==> config.mk <==
export PLATFORM = sky130hd
export DESIGN_NAME = execute_stage
export DESIGN_NICKNAME = d
export VERILOG_FILES = /design/src/rtl/cpu_pkg.sv /design/src/rtl/alu_core.sv /design/src/rtl/execute_stage.sv
export SDC_FILE = /design/constraint.sdc
export NUM_CORES = 1
export LEC_CHECK = 0
export ABC_AREA = 0
export ABC_CLOCK_PERIOD_IN_PS = 9450
export CORE_MARGIN = 1.5
export CORE_UTILIZATION = 52
export DETAILED_ROUTE_END_ITERATION = 8
export PLACE_DENSITY = 0.81
export SLEW_MARGIN = 15
export SYNTH_ARGS = -nofsm -noshare
export SYNTH_HDL_FRONTEND = slang
export SYNTH_SLANG_ARGS = --single-unit
export TNS_END_PERCENT = 1
==> constraint.sdc <==
create_clock -name clk -period 9.45 [get_ports clk]
set_input_delay 2.3625 -clock clk [delete_from_list [all_inputs] [get_ports clk]]
set_output_delay 2.3625 -clock clk [all_outputs]
set_load 0.005 [all_outputs]
==> src/rtl/cpu_pkg.sv <==
// Shared CPU types for the decode->execute boundary and the execute-stage
// skid buffer. This package is also imported by rtl/alu_core.sv and
// rtl/execute_stage.sv. Operand forwarding in execute_stage is enabled by
// defining the EXEC_FWD_EN macro.
package cpu_pkg;

  localparam int CPU_XLEN = 32;

  typedef enum logic [3:0] {
    ALU_ADD = 4'd0,
    ALU_SUB = 4'd1,
    ALU_AND = 4'd2,
    ALU_OR  = 4'd3,
    ALU_XOR = 4'd4,
    ALU_NOP = 4'd5
  } alu_op_e;

  // Highest defined alu_op encoding; anything above is illegal.
  localparam logic [3:0] ALU_OP_LAST = 4'd5;

  typedef enum logic {
    SRC_A_RS1 = 1'b0
  } src_a_e;

  typedef enum logic [1:0] {
    SRC_B_RS2 = 2'd0,
    SRC_B_IMM = 2'd1
  } src_b_e;

  typedef struct packed {
    logic [3:0] alu_op;
    logic       src_a_sel;
    logic [1:0] src_b_sel;
    logic       reg_write;
  } control_signals_t;

  typedef struct packed {
    logic                we;
    logic [4:0]          rd;
    logic [CPU_XLEN-1:0] data;
  } ex_entry_t;

  typedef enum logic [1:0] {
    BUF_EMPTY = 2'd0,
    BUF_MAIN  = 2'd1,
    BUF_FULL  = 2'd2
  } buf_state_t;

endpackage

==> src/rtl/alu_core.sv <==
// Combinational ALU for the execute stage. Undefined alu_op encodings give
// a zero result and raise illegal_o; the caller treats them as NOP.
module alu_core
  import cpu_pkg::*;
#(
  parameter int XLEN = CPU_XLEN
) (
  input  logic [3:0]      alu_op_i,
  input  logic [XLEN-1:0] a_i,
  input  logic [XLEN-1:0] b_i,
  output logic [XLEN-1:0] result_o,
  output logic            illegal_o
);

  assign illegal_o = (alu_op_i > ALU_OP_LAST);

  // Result select; NOP and undefined encodings produce zero.
  always_comb begin
    result_o = '0;
    case (alu_op_i)
      ALU_ADD: result_o = a_i + b_i;
      ALU_SUB: result_o = a_i - b_i;
      ALU_AND: result_o = a_i & b_i;
      ALU_OR:  result_o = a_i | b_i;
      ALU_XOR: result_o = a_i ^ b_i;
      default: result_o = '0;
    endcase
  end

endmodule

==> src/rtl/execute_stage.sv <==
// Execute stage: accepts decoded ops on a valid/ready handshake, runs the
// ALU and holds results in a two-entry buffer (MAIN drives wb_*, SKID holds
// overflow) so id_ready can be registered. EXEC_FWD_EN enables forwarding
// from the MAIN entry into the rs1/rs2 operands.
//
// Handshake: a transfer happens on a cycle where valid and ready are both
// high at the clock edge. id_ready does not depend on id_valid. Once
// wb_valid is high, wb_valid, wb_we, wb_rd and wb_data stay stable until
// wb_ready is seen.
module execute_stage
  import cpu_pkg::*;
#(
  parameter int XLEN  = CPU_XLEN,
  parameter int CNT_W = 32
) (
  input  logic                   clk,
  input  logic                   rst,
  input  logic                   id_valid,
  output logic                   id_ready,
  input  control_signals_t       id_ctrl,
  input  logic [4:0]             id_rs1,
  input  logic [4:0]             id_rs2,
  input  logic [XLEN-1:0]        id_rs1_data,
  input  logic [XLEN-1:0]        id_rs2_data,
  input  logic [XLEN-1:0]        id_imm,
  input  logic [4:0]             id_rd,
  output logic                   wb_valid,
  input  logic                   wb_ready,
  output logic                   wb_we,
  output logic [4:0]             wb_rd,
  output logic [XLEN-1:0]        wb_data,
  output logic                   ex_illegal,
  output logic [CNT_W-1:0]       retired_cnt
);

  buf_state_t       state_q;
  ex_entry_t        main_q;
  ex_entry_t        skid_q;
  ex_entry_t        new_entry;
  logic             id_ready_q;
  logic             ill_q, ill_d;
  logic [CNT_W-1:0] cnt_q, cnt_d;

  logic             accept, retire;
  logic [XLEN-1:0]  rs1_val, rs2_val, op_b, alu_result;
  logic             alu_illegal, src_illegal, is_nop;
  logic             unused_ok;

  assign accept = id_valid & id_ready_q;
  assign retire = (state_q != BUF_EMPTY) & wb_ready;

`ifdef EXEC_FWD_EN
  logic fwd_rs1, fwd_rs2;
  // Only MAIN can be a source: when SKID is occupied no op is accepted.
  assign fwd_rs1 = (state_q != BUF_EMPTY) & main_q.we & (id_rs1 != 5'd0) & (main_q.rd == id_rs1);
  assign fwd_rs2 = (state_q != BUF_EMPTY) & main_q.we & (id_rs2 != 5'd0) & (main_q.rd == id_rs2);
  assign rs1_val = fwd_rs1 ? main_q.data : id_rs1_data;
  assign rs2_val = fwd_rs2 ? main_q.data : id_rs2_data;
`else
  assign rs1_val = id_rs1_data;
  assign rs2_val = id_rs2_data;
`endif

  // src_a_sel is always RS1; register addresses only matter with forwarding.
  assign unused_ok = ^{id_ctrl.src_a_sel, id_rs1, id_rs2};

  assign op_b        = (id_ctrl.src_b_sel == SRC_B_IMM) ? id_imm : rs2_val;
  assign src_illegal = (id_ctrl.src_b_sel > SRC_B_IMM);

  alu_core #(.XLEN(XLEN)) u_alu (
    .alu_op_i  (id_ctrl.alu_op),
    .a_i       (rs1_val),
    .b_i       (op_b),
    .result_o  (alu_result),
    .illegal_o (alu_illegal)
  );

  // Undefined alu_op behaves as NOP; x0 is never written.
  assign is_nop         = alu_illegal | (id_ctrl.alu_op == ALU_NOP);
  assign new_entry.we   = id_ctrl.reg_write & (id_rd != 5'd0) & ~is_nop;
  assign new_entry.rd   = id_rd;
  assign new_entry.data = alu_result;

  // Buffer FSM: moves ops EMPTY->MAIN->FULL and back, keeping acceptance order.
  always_ff @(posedge clk) begin
    if (rst) begin
      state_q    <= BUF_EMPTY;
      main_q     <= '0;
      skid_q     <= '0;
      id_ready_q <= 1'b1;
    end else begin
      case (state_q)
        BUF_EMPTY: begin
          if (accept) begin
            state_q <= BUF_MAIN;
            main_q  <= new_entry;
          end
        end
        BUF_MAIN: begin
          if (accept && !retire) begin
            state_q    <= BUF_FULL;
            skid_q     <= new_entry;
            id_ready_q <= 1'b0;
          end else if (accept) begin
            main_q <= new_entry;
          end else if (retire) begin
            state_q <= BUF_EMPTY;
            main_q  <= '0;
          end
        end
        BUF_FULL: begin
          if (retire) begin
            state_q    <= BUF_MAIN;
            main_q     <= skid_q;
            id_ready_q <= 1'b1;
          end
        end
        default: begin
          state_q    <= BUF_EMPTY;
          id_ready_q <= 1'b1;
        end
      endcase
    end
  end

  assign ill_d = ill_q | (accept & (alu_illegal | src_illegal));
  assign cnt_d = cnt_q + {{(CNT_W-1){1'b0}}, retire};

  // Sticky illegal flag and wrapping retire counter.
  always_ff @(posedge clk) begin
    if (rst) begin
      ill_q <= 1'b0;
      cnt_q <= '0;
    end else begin
      ill_q <= ill_d;
      cnt_q <= cnt_d;
    end
  end

  assign id_ready    = id_ready_q;
  assign wb_valid    = (state_q != BUF_EMPTY);
  assign wb_we       = main_q.we;
  assign wb_rd       = main_q.rd;
  assign wb_data     = main_q.data;
  assign ex_illegal  = ill_q;
  assign retired_cnt = cnt_q;

endmodule

After elaboration in Yosys (flattened, before gate mapping). Cells that the tools add are included. Widths: inputs -> output; s select.

Add/sub/neg operators: 3. $lt $le $gt $ge: 2. Eq/ne operators: 15. Muxes and demuxes: 17. Bitwise logic cells: 13. Reduce and logical (&&, ||, !) cells: 11.

Operators by type and width (number): $mux 38 (5); $pmux 32 s5 (1); $pmux 38 s3 (1); $add 32x1->32 (1); $add 32x32->32 (1); $and 32x32->32 (1); $mux 32 (1); $or 32x32->32 (1); $sub 32x32->32 (1); $xor 32x32->32 (1); $mux 2 (5); $ne 3x3->1 const B (3); $eq 4x2->1 const B (2); $eq 4x3->1 const B (2); $ne 2x2->1 const B (4); $pmux 2 s3 (1); $and 1x1->1 (5); $reduce_and 5->1 (1); $reduce_bool 5->1 (1); $eq 2x1->1 const B (2); $eq 4x1->1 const B (1); $gt 4x3->1 const B (1); $logic_not 4->1 (1); $reduce_and 4->1 (1); 13 further kinds (17).

Flip-flop bits (word level): 112. Input bits: 123. Logic and storage cells: 71.

Longest topological paths before layout.
Depth after elaboration: 7. Gate-level depth with buffers: 22.

Modules after synthesis. A second synthesis with hierarchy kept.

Cells, all modules: 1114. Area, all modules: 9016.1 µm².

By module, submodules not included: execute_stage (instances 1, cells an instance 598, area each 5172.5 µm², sequential area each 2242.2 µm²); alu_core (instances 1, cells an instance 516, area each 3843.7 µm², sequential area each 0.0 µm²).

Worst setup path before layout. No wires, ideal clock.

Path kind: input -> register. Start point: input id_ctrl[2] (netlist name). End point: register skid_q[24] (netlist name). Arrival time: 6.316 ns. Required time: 9.318 ns. Slack: 3.002 ns. Stages on the path: 18. Buffers on the path: 4. Cell sequence: nand2b_4 -> buf_6 -> buf_6 -> buf_2 -> buf_2 -> mux2_2 -> and2_1 -> xor2_1 -> fa_1 -> nand2b_1 -> a211oi_1 -> o2111ai_1 -> a2111oi_1 -> o211ai_1 -> a32oi_1 -> xor2_1 -> a211oi_1 -> nor3_1.

Longest elaborated chain between the ends: 4.

RTL lines: start: declaration (line execute_stage.sv:20) `input control_signals_t id_ctrl,`; $eq 2x1->1 (*) (line execute_stage.sv:67) `assign op_b = (id_ctrl.src_b_sel == SRC_B_IMM) ? id_imm : rs2_val;`; $mux 32 (*) (line execute_stage.sv:67); $sub 32x32->32, or another cell as far along (line alu_core.sv:22) `ALU_SUB: result_o = a_i - b_i;`; $pmux 32 s5 (*) (line alu_core.sv:20) `case (alu_op_i)`; end signal: assignment (line execute_stage.sv:102) `skid_q <= new_entry;`; end: declaration (line execute_stage.sv:38) `ex_entry_t skid_q;`.

Mark *: on every way between the ends. The rest lies on a longest branch, timed or not. A chain may end at the register's enable or synchronous reset.

Final worst setup path.
Start point: input id_ctrl[2] (netlist name). End point: register main_q (netlist bit wb_data[23]).

Longest elaborated chain between the ends: 7.

RTL lines: $eq 2x1->1 (*) (line execute_stage.sv:67); $mux 32 (*) (line execute_stage.sv:67); $sub 32x32->32, or another cell as far along (line alu_core.sv:22); $pmux 32 s5 (*) (line alu_core.sv:20); $mux 38 (line execute_stage.sv:104) `end else if (accept) begin`; $mux 38 (line execute_stage.sv:100) `if (accept && !retire) begin`; $pmux 38 s3 (*) (line execute_stage.sv:92) `case (state_q)`; end signal: assignment (line execute_stage.sv:96) `main_q <= new_entry;`; end signal: assignment (line execute_stage.sv:105) `main_q <= new_entry;`; end signal: assignment (line execute_stage.sv:114) `main_q <= skid_q;`; end: declaration (line execute_stage.sv:37) `ex_entry_t main_q;`.

Mark *: on every way between the ends. The rest lies on a longest branch, timed or not. The select of a mux whose other input is x is not followed.

==> report_table.html <==
<table>
<tr><th>Metric</th><th>Value</th></tr>
<tr><th colspan="2">Outcome</th></tr>
<tr><td>Result of the run</td><td>finished clean</td></tr>
<tr><th colspan="2">Timing</th></tr>
<tr><td>Skew final</td><td>0.00871 ns</td></tr>
<tr><td>Total negative slack</td><td>0 ns</td></tr>
<tr><td>Final period demand of the worst path</td><td>7.85 ns</td></tr>
<tr><td>Setup repair after global routing missed its margin</td><td>false</td></tr>
<tr><td>Crit share post-route</td><td>83.1%</td></tr>
<tr><td>Number of setup violations in the final report</td><td>0</td></tr>
<tr><td>Fin. max-slew vios</td><td>0</td></tr>
<tr><td>Final Hold Slack</td><td>0.461 ns</td></tr>
<tr><td>Relative max-transition margin</td><td>24.2%</td></tr>
<tr><td>Worst Slack Setup Final</td><td>1.60 ns</td></tr>
<tr><td>Slew at the pin closest to its max-slew limit</td><td>1.14 ns</td></tr>
<tr><td>Final hold violations</td><td>0</td></tr>
<tr><td>Max Fclk</td><td>127 MHz</td></tr>
<tr><th colspan="2">Routing</th></tr>
<tr><td>Detailed-route wire length</td><td>24200 um</td></tr>
<tr><td>Antenna Nets Post-Route</td><td>0</td></tr>
<tr><td>DR iter-0 viols</td><td>648</td></tr>
<tr><td>Via density per instance</td><td>5.78</td></tr>
<tr><td>Drc violations</td><td>0</td></tr>
<tr><td>DRT Pass-1 Iters</td><td>5</td></tr>
<tr><td>Routed length per placed instance</td><td>15.9 um</td></tr>
<tr><td>Routed vias</td><td>8819</td></tr>
<tr><th colspan="2">Min path</th></tr>
<tr><td>Worst min-delay path category</td><td>register to register</td></tr>
<tr><td>Startpoint of the lowest-slack hold path</td><td>skid_q[27]</td></tr>
<tr><td>Hold path cells</td><td>2</td></tr>
<tr><th colspan="2">Global route</th></tr>
<tr><td>Global-route wire length before repair</td><td>39000 um</td></tr>
<tr><td>Total global routing overflow</td><td>0</td></tr>
<tr><td>Number of antenna violations at the first check in global routing</td><td>0</td></tr>
<tr><td>Pin count of the biggest net entering global routing</td><td>113</td></tr>
<tr><td>Total routing usage reported by global routing</td><td>26.4%</td></tr>
<tr><td>Number of global-route vias before repair</td><td>7826</td></tr>
<tr><th colspan="2">Power</th></tr>
<tr><td>Combinational fraction of design power</td><td>42.4%</td></tr>
<tr><td>Sw frac</td><td>35.9%</td></tr>
<tr><td>Power share of the clock group</td><td>23.2%</td></tr>
<tr><td>Total net switching power</td><td>601 uW</td></tr>
<tr><td>Power per standard cell area</td><td>150 nW/um^2</td></tr>
<tr><td>Static leakage power</td><td>0.00467 uW</td></tr>
<tr><td>Part of the power in registers</td><td>34.4%</td></tr>
<tr><td>VDD IR max</td><td>106 uV</td></tr>
<tr><td>Total Power Consumption</td><td>1670 uW</td></tr>
<tr><td>Internal Power</td><td>1070 uW</td></tr>
<tr><th colspan="2">Placed design</th></tr>
<tr><td>RD Place Congestion</td><td>0.938</td></tr>
<tr><td>Port Buffers</td><td>184</td></tr>
<tr><td>Worst Setup Slack post-DPL</td><td>1.37 ns</td></tr>
<tr><td>Placed wire-length estimate</td><td>18300 um</td></tr>
<tr><th colspan="2">Finish</th></tr>
<tr><td>Highest-count cells in the layout ignoring fill and taps</td><td>sky130_fd_sc_hd__clkdlybuf4s50_1, sky130_fd_sc_hd__nor2_1, sky130_fd_sc_hd__dfxtp_1</td></tr>
<tr><td>Filler cells</td><td>1436</td></tr>
<tr><td>Antenna diode count</td><td>0</td></tr>
<tr><td>Leading cell type in the layout, fill and taps excluded</td><td>sky130_fd_sc_hd__clkdlybuf4s50_1</td></tr>
<tr><td>Number of nets at the end of the flow</td><td>1523</td></tr>
<tr><td>Final core utilization</td><td>67.1%</td></tr>
<tr><td>Synthesis-to-layout area growth</td><td>25.4%</td></tr>
<tr><td>Fraction of layout instances using a drive strength above 1</td><td>3.60%</td></tr>
<tr><th colspan="2">Worst setup path</th></tr>
<tr><td>Ordered cell list for the critical path</td><td>clkdlybuf4s50_1, nand2b_4, buf_4, mux2i_1, nor4_2, and2_1, nand3_1, nor2_1, nand2_1, o21ai_0, xnor2_1, ha_1, nand4_1, or3_1, a211o_1, and3_1, o21ai_1, xor2_1, a221oi_1, a2bb2oi_1, a211oi_1</td></tr>
<tr><td>Count of cell instances traversed by the critical path</td><td>21</td></tr>
<tr><td>Maximum fanout along the worst path</td><td>37</td></tr>
<tr><td>Critical path's top delay family</td><td>simple AND/OR/NAND/NOR gates</td></tr>
<tr><td>WS Path Type</td><td>primary input to register</td></tr>
<tr><td>Reg-to-reg critical path startpoint</td><td>state_q[0]</td></tr>
<tr><td>WP buf/inv</td><td>2</td></tr>
<tr><td>Longest individual stage delay on the worst path</td><td>0.57 ns</td></tr>
<tr><td>Critical Path Sink Type</td><td>register</td></tr>
<tr><td>Beginning of the critical path</td><td>id_ctrl[2]</td></tr>
<tr><td>FF-to-FF path depth</td><td>12</td></tr>
<tr><td>Cell with the largest stage delay on the worst path</td><td>sky130_fd_sc_hd__clkdlybuf4s50_1</td></tr>
<tr><td>Critical Path Source Type</td><td>primary input</td></tr>
<tr><td>Critical path arrival</td><td>8.04 ns</td></tr>
<tr><td>CP required</td><td>9.63 ns</td></tr>
<tr><th colspan="2">Clock network</th></tr>
<tr><td>Total clock buffers created by CTS</td><td>9</td></tr>
<tr><td>TritonCTS clock tree</td><td>built</td></tr>
<tr><td>Clock-pin slew on the worst setup and hold paths</td><td>0.08 ns</td></tr>
<tr><td>CTS Root Buffer Type</td><td>sky130_fd_sc_hd__clkbuf_16</td></tr>
<tr><td>Hold Buf Count CTS</td><td>0</td></tr>
<tr><td>Source-to-sink clock delay at the later pin of the worst-skew pair</td><td>0.35 ns</td></tr>
<tr><td>Clock Path Buffers</td><td>2</td></tr>
<tr><td>Level count of the clock H-tree</td><td>3</td></tr>
<tr><td>Count of buffers added by post-CTS timing repair for setup</td><td>0</td></tr>
<tr><td>Sinks on the clock net</td><td>112</td></tr>
<tr><td>CTS resizes</td><td>0</td></tr>
<tr><th colspan="2">Synthesis</th></tr>
<tr><td>Share of Yosys cell area claimed by the top area cell type</td><td>25.2%</td></tr>
<tr><td>Asr flop ratio synth</td><td>0%</td></tr>
<tr><td>#FFs+latches synth</td><td>112</td></tr>
<tr><td>Synthesized Nets</td><td>1380</td></tr>
<tr><td>Post-synthesis instance area</td><td>8910 um^2</td></tr>
<tr><td>Total of warnings raised by yosys</td><td>0</td></tr>
<tr><td>Post-synthesis average cell area</td><td>7.70 um^2</td></tr>
<tr><td>Number of synthesized flops with an enable pin</td><td>0</td></tr>
<tr><td>Sequential cell area fraction in the yosys report</td><td>25.2%</td></tr>
<tr><td>Most used DFF post-synth</td><td>sky130_fd_sc_hd__dfxtp_1</td></tr>
<tr><td>Most area-hungry cell type in the Yosys netlist</td><td>sky130_fd_sc_hd__dfxtp_1</td></tr>
<tr><td>Number of unique standard cell types used by synthesis</td><td>63</td></tr>
<tr><td>Count of mapped cells out of synthesis</td><td>1157</td></tr>
<tr><td>Synth area leaders</td><td>sky130_fd_sc_hd__dfxtp_1, sky130_fd_sc_hd__ha_1, sky130_fd_sc_hd__nor2_1</td></tr>
<tr><th colspan="2">Die</th></tr>
<tr><td>Chip Height</td><td>134 um</td></tr>
<tr><td>Cell Rows</td><td>47</td></tr>
<tr><td>Io pins</td><td>196</td></tr>
<tr><td>Initial Util</td><td>53.5%</td></tr>
<tr><td>Die width</td><td>134 um</td></tr>
<tr><td>Die outline area</td><td>17900 um^2</td></tr>
<tr><td>Core box area</td><td>16600 um^2</td></tr>
<tr><th colspan="2">Job</th></tr>
<tr><td>Max capacitance violation total</td><td>0</td></tr>
</table>
-- power groups by stage --
| stage | Combinational, uW | Sequential, uW | Clock [uW] |
|---|---|---|---|
| 4_1_cts | 707 | 575 | 393 |
| 3_3_place_gp | 688 | 583 | 0 |
| 6_report | 710 | 575 | 388 |
| 2_1_floorplan | 434 | 585 | 0 |
| 3_5_place_dp | 702 | 586 | 0 |
| 5_1_grt | 783 | 583 | 411 |
-- through the flow --
| step | cells | instance area (um^2) |
|---|---|---|
| final | 1525 | 11200 |
| after global routing | 1525 | 11200 |
| after CTS | 1525 | 11200 |
| after detailed placement | 1509 | 10900 |
| after global placement | 1509 | 10900 |
| after floorplan | 1157 | 8910 |
-- cells by family after synthesis --
kind of cell             Yosys count  synth area share [%]
XOR/XNOR                          76                  7.47
AND/OR/NAND/NOR                  399                  20.2
AO/OA/AOI/OAI                    287                  21.5
adder cells (fa/ha/maj)          100                  14.1
flip-flops                       112                  25.2
buffers and inverters            136                  5.97
multiplexers                      47                  5.55
-- cell usage after synthesis (all sizes together) (3+ instances only) --
cell     count
nor2       184
dfxtp      112
ha          99
nand2       78
inv         76
a21oi       74
o21ai       61
clkbuf      49
nor3        48
xnor2       44
mux2i       41
a211oi      32
xor2        32
a221oi      31
nand3       21
a22oi       13
nand4       12
and3        11
buf         11
or3         11
a221o        9
a31oi        8
nand2b       8
o21a         8
nor2b        7
a21o         6
and2         6
mux2         6
o211ai       6
o21bai       5
o221ai       5
a2bb2oi      4
o31ai        4
a211o        3
nor4         3
o2111ai      3
or2          3
-- worst reg2reg max path: stages, from the launching register on --
cell and delay (ns):
sky130_fd_sc_hd__dfxtp_1 0.36, sky130_fd_sc_hd__inv_1 0.09, sky130_fd_sc_hd__ha_1 0.24, sky130_fd_sc_hd__nor2b_1 0.47, sky130_fd_sc_hd__ha_1 0.27, sky130_fd_sc_hd__ha_1 0.23, sky130_fd_sc_hd__nand2_1 0.10, sky130_fd_sc_hd__nor2_1 0.26
sky130_fd_sc_hd__nand3_1 0.25, sky130_fd_sc_hd__nor2_1 0.24, sky130_fd_sc_hd__nand3_1 0.25, sky130_fd_sc_hd__or3_1 0.40, sky130_fd_sc_hd__a21oi_1 0.15
-- final cells by class --
| type | instances | area (um^2) | area share, % |
|---|---|---|---|
| repair buffers | 192 | 1900 | 17.0 |
| clock buffers | 10 | 229 | 2.05 |
| multi-input cells | 909 | 6160 | 55.2 |
| clock inverters | 6 | 78.8 | 0.706 |
| flip-flops and latches | 112 | 2240 | 20.1 |
| well taps | 220 | 275 | 2.46 |
| inverters | 76 | 285 | 2.55 |
-- sequential cells by signal, summed over array words and instances, names as in the netlist --
name and count:
id_ready 1, ex_illegal 1, wb_rd 5, wb_data 32, retired_cnt 32, skid_q 38
wb_we 1, state_q 2
-- final timing paths --
kind / endpoint / slack [ns]
worst max-delay path: wb_data[23] / 1.60
worst min-delay path: skid_q[27] / 0.46
worst max register to register: retired_cnt[26] / 6.06
worst min register to register: skid_q[27] / 0.46
-- layer usage --
| layer | track usage (%) | vias to the layer above | part of all wire [%] |
|---|---|---|---|
| li1 | - | 4383 | - |
| met1 | 38.1 | 4114 | 48 |
| met2 | 43.2 | 302 | 45 |
| met3 | 2.46 | 20 | 6.4 |
| met4 | 4.47 | 0 | 0.94 |
| met5 | 0 | - | 0 |
No activity file was read; power rests on OpenSTA's default activity.
